`config.mk`:
```
export PLATFORM = sky130hd
export DESIGN_NAME = spi_slave
export DESIGN_NICKNAME = d
export VERILOG_FILES = /design/src/rtl/spi_pkg.sv /design/src/rtl/spi_sync_edge.sv /design/src/rtl/spi_slave.sv
export SDC_FILE = /design/constraint.sdc
export NUM_CORES = 1
export LEC_CHECK = 0
export ABC_CLOCK_PERIOD_IN_PS = 2080
export BUFFER_PORTS_ARGS = -buffer_cell sky130_fd_sc_hd__buf_4
export CORE_ASPECT_RATIO = 0.75
export CORE_UTILIZATION = 50
export CTS_CLUSTER_DIAMETER = 60
export DETAILED_ROUTE_END_ITERATION = 7
export PLACE_DENSITY = 0.71
export SETUP_SLACK_MARGIN = 0.15
export SLEW_MARGIN = 20
export SYNTH_ARGS = -nofsm -noshare
export SYNTH_HDL_FRONTEND = slang
export SYNTH_SLANG_ARGS = --single-unit
```
`constraint.sdc`:
```
create_clock -name clk -period 2.08 [get_ports clk]
set_input_delay 0.104 -clock clk [delete_from_list [all_inputs] [get_ports clk]]
set_output_delay 0.104 -clock clk [all_outputs]
set_load 0.01 [all_outputs]
```
`src/rtl/spi_pkg.sv`:
```
// Shared constants and types for the SPI slave.
package spi_pkg;

  // SPI mode 0: sclk idles low, data sampled on the rising edge, shifted on the falling edge
  localparam bit SPI_CPOL = 1'b0;
  localparam bit SPI_CPHA = 1'b0;

  localparam int         DEFAULT_DATA_WIDTH = 8;
  localparam logic [7:0] DEFAULT_TX_IDLE    = 8'hFF;

  typedef enum logic {
    ST_IDLE   = 1'b0,
    ST_ACTIVE = 1'b1
  } spi_state_e;

endpackage

```
`src/rtl/spi_sync_edge.sv`:
```
// Multi-flop synchroniser for an asynchronous pin, plus single-cycle rise/fall pulses.
module spi_sync_edge #(
  parameter int SYNC_STAGES = 2
) (
  input  logic clk,
  input  logic i_rst_n,
  input  logic i_async,
  output logic o_sync,
  output logic o_rise,
  output logic o_fall
);

  logic [SYNC_STAGES-1:0] sync_q, sync_d;
  logic                   prev_q, prev_d;

  // Shift the pin through the synchroniser chain and remember the previous synchronised level
  always_comb begin
    sync_d = {sync_q[SYNC_STAGES-2:0], i_async};
    prev_d = sync_q[SYNC_STAGES-1];
  end

  // Synchroniser and edge-history registers
  // NOTE: sequential state uses non-blocking assignments so every flop samples pre-edge values.
  always_ff @(posedge clk or negedge i_rst_n) begin
    if (!i_rst_n) begin
      sync_q <= '0;
      prev_q <= 1'b0;
    end else begin
      sync_q <= sync_d;
      prev_q <= prev_d;
    end
  end

  assign o_sync = sync_q[SYNC_STAGES-1];
  assign o_rise = o_sync & ~prev_q;
  assign o_fall = ~o_sync & prev_q;

endmodule

```
`src/rtl/spi_slave.sv`:
```
// Mode-0 SPI slave: oversamples sclk/ss/mosi in the clk domain, deserialises MOSI into
// words with a valid/ready output, and serialises queued words onto MISO MSB first.
module spi_slave
  import spi_pkg::*;
#(
  parameter int                    DATA_WIDTH  = DEFAULT_DATA_WIDTH,
  parameter int                    SYNC_STAGES = 2,
  parameter logic [DATA_WIDTH-1:0] TX_IDLE     = DATA_WIDTH'(DEFAULT_TX_IDLE)
) (
  input  logic                  clk,
  input  logic                  i_rst_n,
  input  logic                  i_sclk,
  input  logic                  i_ss,
  input  logic                  i_mosi,
  output logic                  o_miso,
  output logic                  o_miso_oe,
  output logic [DATA_WIDTH-1:0] o_rx_data,
  output logic                  o_rx_valid,
  input  logic                  i_rx_ready,
  input  logic [DATA_WIDTH-1:0] i_tx_data,
  input  logic                  i_tx_valid,
  output logic                  o_tx_ready,
  output logic                  o_overrun
);

  localparam int                CNT_W    = (DATA_WIDTH > 2) ? $clog2(DATA_WIDTH) : 1;
  localparam logic [CNT_W-1:0] LAST_BIT = CNT_W'(DATA_WIDTH - 1);

  // Synchronised pins and edge pulses
  logic sclk_rise, sclk_fall;
  logic ss_s, ss_rise, ss_fall;
  logic mosi_s;
  logic sample_pulse, shift_pulse;

  spi_sync_edge #(.SYNC_STAGES(SYNC_STAGES)) u_sclk_sync (
    .clk     (clk),
    .i_rst_n (i_rst_n),
    .i_async (i_sclk),
    .o_sync  (),
    .o_rise  (sclk_rise),
    .o_fall  (sclk_fall)
  );

  spi_sync_edge #(.SYNC_STAGES(SYNC_STAGES)) u_ss_sync (
    .clk     (clk),
    .i_rst_n (i_rst_n),
    .i_async (i_ss),
    .o_sync  (ss_s),
    .o_rise  (ss_rise),
    .o_fall  (ss_fall)
  );

  // MOSI needs only a level, so it gets a bare synchroniser chain
  logic [SYNC_STAGES-1:0] mosi_sync_q, mosi_sync_d;

  assign mosi_s = mosi_sync_q[SYNC_STAGES-1];

  // Sample on the leading edge and shift on the trailing edge for the configured mode
  assign sample_pulse = (SPI_CPOL ^ SPI_CPHA) ? sclk_fall : sclk_rise;
  assign shift_pulse  = (SPI_CPOL ^ SPI_CPHA) ? sclk_rise : sclk_fall;

  // Frame state and shift registers
  spi_state_e            state_q, state_d;
  logic [CNT_W-1:0]      bit_cnt_q, bit_cnt_d;
  // Holds only the bits received so far; the last bit joins them directly from mosi_s
  logic [DATA_WIDTH-2:0] rx_shift_q, rx_shift_d;
  logic [DATA_WIDTH-1:0] tx_shift_q, tx_shift_d;
  logic [DATA_WIDTH-1:0] rx_word;
  logic                  word_done;
  logic                  tx_load;

  // Byte-stream side registers
  logic [DATA_WIDTH-1:0] rx_data_q, rx_data_d;
  logic                  rx_valid_q, rx_valid_d;
  logic                  overrun_q, overrun_d;
  logic [DATA_WIDTH-1:0] tx_hold_q, tx_hold_d;
  logic                  tx_full_q, tx_full_d;
  logic                  rx_accept;
  logic                  tx_write;

  assign rx_word   = {rx_shift_q, mosi_s};
  assign rx_accept = rx_valid_q & i_rx_ready;
  assign tx_write  = i_tx_valid & ~tx_full_q;

  // Frame FSM: bit counting, RX deserialisation and TX serialisation
  // NOTE: every signal written here gets a default first so no path can infer a latch.
  always_comb begin
    state_d     = state_q;
    bit_cnt_d   = bit_cnt_q;
    rx_shift_d  = rx_shift_q;
    tx_shift_d  = tx_shift_q;
    word_done   = 1'b0;
    tx_load     = 1'b0;
    mosi_sync_d = {mosi_sync_q[SYNC_STAGES-2:0], i_mosi};

    unique case (state_q)
      ST_IDLE: begin
        if (ss_rise) begin
          state_d   = ST_ACTIVE;
          bit_cnt_d = '0;
          tx_load   = 1'b1;
        end
      end
      ST_ACTIVE: begin
        if (sample_pulse) begin
          rx_shift_d = rx_word[DATA_WIDTH-2:0];
          if (bit_cnt_q == LAST_BIT) begin
            bit_cnt_d = '0;
            word_done = 1'b1;
            tx_load   = 1'b1;
          end else begin
            bit_cnt_d = bit_cnt_q + 1'b1;
          end
        end else if (shift_pulse && (bit_cnt_q != '0)) begin
          // The trailing edge at a word boundary must not disturb the freshly loaded MSB
          tx_shift_d = tx_shift_q << 1;
        end
        // Deselect aborts any partial word; a word completing on this cycle still goes out
        if (ss_fall) begin
          state_d    = ST_IDLE;
          bit_cnt_d  = '0;
          rx_shift_d = '0;
          tx_load    = 1'b0;
          tx_shift_d = '0;
        end
      end
      default: state_d = ST_IDLE;
    endcase

    if (tx_load) begin
      tx_shift_d = tx_full_q ? tx_hold_q : TX_IDLE;
    end
  end

  // RX output register with sticky overrun, and TX holding register
  always_comb begin
    rx_data_d  = rx_data_q;
    rx_valid_d = rx_valid_q & ~rx_accept;
    overrun_d  = overrun_q;
    tx_hold_d  = tx_write ? i_tx_data : tx_hold_q;
    // A write on the same cycle as a load refills the register the load just drained
    tx_full_d  = tx_write | (tx_full_q & ~tx_load);

    if (word_done) begin
      if (rx_valid_q && !rx_accept) begin
        overrun_d = 1'b1;
      end else begin
        rx_data_d  = rx_word;
        rx_valid_d = 1'b1;
      end
    end
  end

  // State registers
  // NOTE: data registers are reset too, so o_rx_data and o_miso read 0 out of reset.
  always_ff @(posedge clk or negedge i_rst_n) begin
    if (!i_rst_n) begin
      mosi_sync_q <= '0;
      state_q     <= ST_IDLE;
      bit_cnt_q   <= '0;
      rx_shift_q  <= '0;
      tx_shift_q  <= '0;
      rx_data_q   <= '0;
      rx_valid_q  <= 1'b0;
      overrun_q   <= 1'b0;
      tx_hold_q   <= '0;
      tx_full_q   <= 1'b0;
    end else begin
      mosi_sync_q <= mosi_sync_d;
      state_q     <= state_d;
      bit_cnt_q   <= bit_cnt_d;
      rx_shift_q  <= rx_shift_d;
      tx_shift_q  <= tx_shift_d;
      rx_data_q   <= rx_data_d;
      rx_valid_q  <= rx_valid_d;
      overrun_q   <= overrun_d;
      tx_hold_q   <= tx_hold_d;
      tx_full_q   <= tx_full_d;
    end
  end

  assign o_miso     = tx_shift_q[DATA_WIDTH-1];
  assign o_miso_oe  = ss_s;
  assign o_rx_data  = rx_data_q;
  assign o_rx_valid = rx_valid_q;
  assign o_tx_ready = ~tx_full_q;
  assign o_overrun  = overrun_q;

endmodule

```
* Word level (Yosys, flattened, before mapping)
Cells that the tools add are included.
** Storage, ports and cells
- Input bits :: 15
- Output and inout bits :: 13
- Register bits :: 46
- Word-level logic and storage cells :: 72
** Cells by class
- Reduce and logical (&&, ||, !) cells :: 12
- Add/sub/neg operators :: 1
- Eq/ne operators :: 4
- Mux-type cells :: 23
- Bitwise operators :: 18
** Operators with widths (count)
- 2-to-1 mux 8 bit :: 6
- 2-to-1 mux 7 bit :: 2
- 2-to-1 mux 3 bit :: 4
- inverter 1 bit :: 9
- AND 1 bit :: 8
- 2-to-1 mux 1 bit :: 8
- AND reduction 2 bit :: 4
- case mux 3 bit (2 select lines) :: 1
- nonzero test 3 bit :: 2
- case mux 1 bit (2 select lines) :: 2
- nonzero test 2 bit :: 2
- adder 3 x 1 -> 3 bit (second input constant) :: 1
- == test 3 bit (second input constant) :: 1
- inequality test 3 x 2 -> 1 bit (second input constant) :: 1
- inequality test 3 bit (second input constant) :: 1
- AND reduction 3 bit :: 1
- logical AND 1 bit :: 2
- inequality test 2 bit (second input constant) :: 1
- zero test 1 bit :: 1
- bitwise OR 1 bit :: 1

* Depth between registers and ports, before layout
- Depth in word-level cells :: 8
- Depth in mapped cells :: 7
- Mapped depth without buffers :: 6

* By module
A second synthesis with hierarchy kept.
** Second synthesis, totals
- Cell total of the unflattened synthesis :: 170
- Area total of the unflattened synthesis :: 1980.6 um^2
** By module, submodules not included
- spi_slave :: area each 1800.5 um^2, sequential area each 1001.0 um^2, times used 1, cells an instance 160
- spi_sync_edge :: area each 90.1 um^2, sequential area each 75.1 um^2, times used 2, cells an instance 5

* Worst setup path after synthesis
Ideal clock, no wire load.
- Path kind :: reg2reg
- Start :: register bit_cnt_q[0]
- End :: register tx_shift_q[1]
- Setup slack :: 0.398 ns
- Clock period less this slack :: 1.682 ns
- Path buffers :: 1
- Cell stages (with the launch flop) :: 7
- Required time :: 1.955 ns
- Arrival :: 1.557 ns
- Setup time :: 0.125 ns
- Path through :: dfrtp_1 ha_1 ha_1 a21oi_2 a31o_1 buf_6 mux2_4
** Between the ends
- Cells in the longest elaborated chain, start to end :: 7
- Elaborated cells on any way between the ends :: 12
- Those cells by class :: 2 x eq/ne; 5 x mux; 5 x reduce/logical
** RTL lines
- start, declared :: line spi_slave.sv:64 : logic [CNT_W-1:0] bit_cnt_q, bit_cnt_d;
- start signal, assigned :: line spi_slave.sv:171 : bit_cnt_q <= bit_cnt_d;
- == test 3 bit :: line spi_slave.sv:107 : if (bit_cnt_q == LAST_BIT) begin
- 2-to-1 mux 1 bit :: line spi_slave.sv:107
- 2-to-1 mux 1 bit :: line spi_slave.sv:105 : if (sample_pulse) begin
- 2-to-1 mux 1 bit :: line spi_slave.sv:119 : if (ss_fall) begin
- case mux 1 bit (2 select lines) :: line spi_slave.sv:96 : unique case (state_q)
- inequality test 3 x 2 -> 1 bit (no source line), or another cell as far along
- AND reduction 3 bit (no source line)
- end signal, assigned :: line spi_slave.sv:173 : tx_shift_q <= tx_shift_d;
- end, declared :: line spi_slave.sv:67 : logic [DATA_WIDTH-1:0] tx_shift_q, tx_shift_d;
Parallel ways exist; a longest one is shown, timed or not.
A chain may end at the register's enable or synchronous reset.

* Final worst setup path
- Start :: register state_q
- End :: register tx_shift_q[2]
** Between the ends
- Cells in the longest elaborated chain, start to end :: 4
- Elaborated cells on any way between the ends :: 7
- Those cells by class :: 1 x eq/ne; 2 x mux; 1 x bitwise; 3 x reduce/logical
** RTL lines
- start, declared :: line spi_slave.sv:63 : spi_state_e state_q, state_d;
- start signal, assigned :: line spi_slave.sv:170 : state_q <= state_d;
- inverter 1 bit
- case mux 1 bit (2 select lines) :: line spi_slave.sv:96
- inequality test 3 x 2 -> 1 bit (no source line), or another cell as far along
- AND reduction 3 bit (no source line)
Parallel ways exist; a longest one is shown, timed or not.

==> run summary <==
* **smallest setup slack after layout** 287.3 ps
* **Skew-Pair Late Insertion Delay** 290 ps
* **RSZ-0062 raised after global routing** no
* **critical path launch point type** flip-flop
* **Post-Synthesis Mean Instance Area** 13.96 sq um
* **critical path's largest stage delay** 660 ps
* **TritonCTS clock tree** yes
* **root buffer cell** clkbuf_8
* **Detail Placement HPWL** 2.259 mm
* **number of nets in the layout** 192
* **Post-Synthesis Net Count** 157
* **worst slew margin relative to its limit** 62.68%
* **CTS Buffer Depth** 2
* **cells traversed along the worst timing path** nor3b_2 > a41oi_2 > o2bb2ai_1 > mux2_4
* **leakage power total** 1.118 nW
* **final instance area** 2344 sq um
* **first-pass detailed-route iteration total** 4
* **class of the most critical hold timing path** input pin to flip-flop
* **total power consumption of the routed design** 2.360 mW
* **worst slack on hold paths** 32.82 ps
* **outcome** complete, no violations
* **number of antenna violations at the first check in global routing** 0
* **pin count of the biggest net entering global routing** 47
* **die area** 4137 sq um
* **power per unit of standard cell area** 1007 nW/um^2
* **transition time at the pin with the least slew margin** 559.8 ps
* **placed cell count** 215
* **Post CTS Setup Buffer Count** 0
* **utilization after layout** 63.60%
* **clk slew on worst S/H paths** 90 ps
* **Inserted Diodes** 0
* **worst-case clock skew** 12.30 ps
* **area of the mapped netlist** 1941 sq um
* **instance area at placement** 2188 sq um
* **drt initial violations** 58
* **core footprint** 3685 sq um
* **instance count of the mapped netlist** 139
* **number of max-cap violations** 0
* **Initial Utilization** 52.67%
* **Highest Clock Rate** 557.8 MHz
* **remaining number of nets flagged by the antenna check after routing** 0
* **Worst Setup Slack post-DPL** 236.6 ps
* **P&R area growth vs syn** 20.76%
* **Layout Cells excl Fill** 227
* **kind of end point of the critical path** flip-flop
* **Hold Vio Cnt, Final** 0
* **Hold Path Cell Cnt** 2
* **critical path depth** 4
* **per-cell via count in the routed design** 5.269
* **sequential area share after synthesis** 59.32%
* **deepest level of the CTS H-tree** 2
* **library cell occupying the most area in the post-synthesis netlist** dfrtp_1
* **count of final max-slew check failures** 0
* **via count of the first global-routing pass** 1209
* **area share of the leading cell type in the synthesized netlist** 59.32%
* **horizontal die dimension** 73.94 um
* **final critical delay including setup and external delays** 1793 ps
* **combined global-route utilization of all metal layers** 18.38%
* **CP max FO** 14
* **number of buffers added by the clock tree synthesis step** 5
* **average wire per standard cell** 14.00 um
* **first-pass GRT wire length** 5.685 mm
* **Slowest-stage cell, CP** dfrtp_1
* **count of unresolved DRC violations after routing** 0
* **worst-case reg-to-reg path depth** 4
* **ratio of cells with drive above 1 in the final layout** 37.71%
* **Remaining Overflow, GRT** 0
* **vias** 1196
* **cell family with most CP delay** flip-flops
* **flip-flop and latch count after synthesis** 46
* **WP data required** 2260 ps
* **Routability Congestion** 0.8155
* **routed wire length** 3.177 mm
* **PortBufs** 27
* **worst voltage drop across the vdd grid** 0.0006908 V
* **sum of negative setup slack** 0 ps
* **unique cell type count in the Yosys netlist** 35
* **class of the most critical setup path** flip-flop to flip-flop
* **top cells by area in the synthesized netlist** dfrtp_1, mux2_2, mux2_4
* **final period utilization** 86.19%
* **overall die height** 55.96 um
* **top-level port count** 28
* **number of rows created at floorplan** 19
* **number of sinks handled by clock tree synthesis** 46
* **number of setup violations in the final report** 0
* **buffers plus inverters on the worst setup path** 0
* **critical path arrival** 1970 ps
* **number of warnings issued by yosys** 0
[cell usage after synthesis]
| master | number |
|---|---|
| a22o_1 | 7 |
| o21bai_1 | 1 |
| dfrtp_1 | 46 |
| o21ai_1 | 1 |
| buf_4 | 1 |
| o2bb2ai_1 | 8 |
| o21ai_0 | 3 |
| buf_6 | 2 |
| mux2_2 | 15 |
| and3_1 | 1 |
| mux2_1 | 1 |
| nand2_1 | 1 |
| clkbuf_1 | 2 |
| a311oi_4 | 1 |
| or2b_1 | 1 |
| a31o_1 | 1 |
| nand3_1 | 1 |
| clkinv_1 | 1 |
| a221oi_1 | 1 |
| inv_1 | 2 |
| nor2b_1 | 3 |
| a21o_1 | 1 |
| nand3b_1 | 1 |
| nor2_1 | 12 |
| a211oi_1 | 2 |
| nand2b_1 | 4 |
| a41oi_2 | 1 |
| nor3b_2 | 1 |
| and2b_1 | 1 |
| mux2_4 | 7 |
| ha_1 | 3 |
| a21oi_2 | 1 |
| buf_2 | 1 |
| a21oi_1 | 3 |
| nor2b_2 | 1 |
[flip-flops by register name, indices dropped and copies added, names as in the netlist]
register	cells
tx_shift_q	8
u_ss_sync.prev_q	1
u_sclk_sync.prev_q	1
tx_hold_q	8
o_rx_valid	1
bit_cnt_q	3
o_rx_data	8
state_q	1
rx_shift_q	7
o_overrun	1
u_ss_sync.sync_q	2
mosi_sync_q	2
u_sclk_sync.sync_q	2
tx_full_q	1
[routing by layer]
layer	share of wire, %	vias to the layer above	GRT usage [%]	wire length, um
met2	48	22	27.14	1519
met3	3.6	2	5.616	113
met4	0.57	0	5.769	18
met5	0	-	0	0
met1	48	597	25.98	1527
li1	-	575	-	-
[path summary, 6_finish.rpt]
path                                                      end  slack, ps                           from
worst max-delay path                tx_shift_q[2]$_DFFE_PN0P_        290              state_q$_DFF_PN0_
worst min-delay path                 tx_hold_q[7]$_DFFE_PN0P_         30                   i_tx_data[7]
worst max register to register      tx_shift_q[2]$_DFFE_PN0P_        290              state_q$_DFF_PN0_
worst min register to register  u_ss_sync.sync_q[1]$_DFF_PN0_        350  u_ss_sync.sync_q[0]$_DFF_PN0_
max in group asynchronous           tx_shift_q[4]$_DFFE_PN0P_       1350                        i_rst_n
min in group asynchronous            o_rx_data[7]$_DFFE_PN0P_        340                        i_rst_n
[logic make-up (layout without fill, tap and decap cells)]
kind of cell	after synthesis	after routing	share of synthesized area, %
muxes	23	23	14.70
AOI/OAI and AO/OA	31	31	13.67
and+or+nand+nor	27	27	7.608
buffers and inverters	9	45	2.772
adders and majority gates	3	3	1.934
DFF	46	46	59.32
[placed cells by master (no fill, tap or decap), types with 2 or more instances in the layout]
cell type	count
dfrtp_1	46
buf_4	30
mux2_2	15
nor2_1	12
o2bb2ai_1	8
a22o_1	7
mux2_4	7
clkbuf_8	5
nand2b_1	4
dlygate4sd3_1	4
nor2b_1	3
o21ai_0	3
a21oi_1	3
inv_1	2
a211oi_1	2
ha_1	2
[area by class of cell]
| cell class | count | area, sq um |
|---|---|---|
| flip-flops and latches | 46 | 1151 |
| repair buffers | 34 | 265.3 |
| multi-input cells | 84 | 738.2 |
| clock buffers | 5 | 68.82 |
| well taps | 52 | 65.06 |
| fillers | 305 | 1341 |
| clock inverters | 3 | 43.79 |
| inverters | 3 | 11.26 |
[timing repair]
action / in CTS / in global routing
hold buffers: 4 / 0
resized for setup: 0 / 1
hold endpoints to repair: 49 / 0
setup endpoints to repair: 0 / 8
[power breakdown]
part           total, mW  internal (mW)  switching (mW)  leakage (nW)
Sequential          1.20           1.08           0.119         0.590
Combinational      0.517          0.310           0.207         0.470
Clock              0.648          0.360           0.288        0.0585
Note: power is estimated with default switching activity, not from simulation.
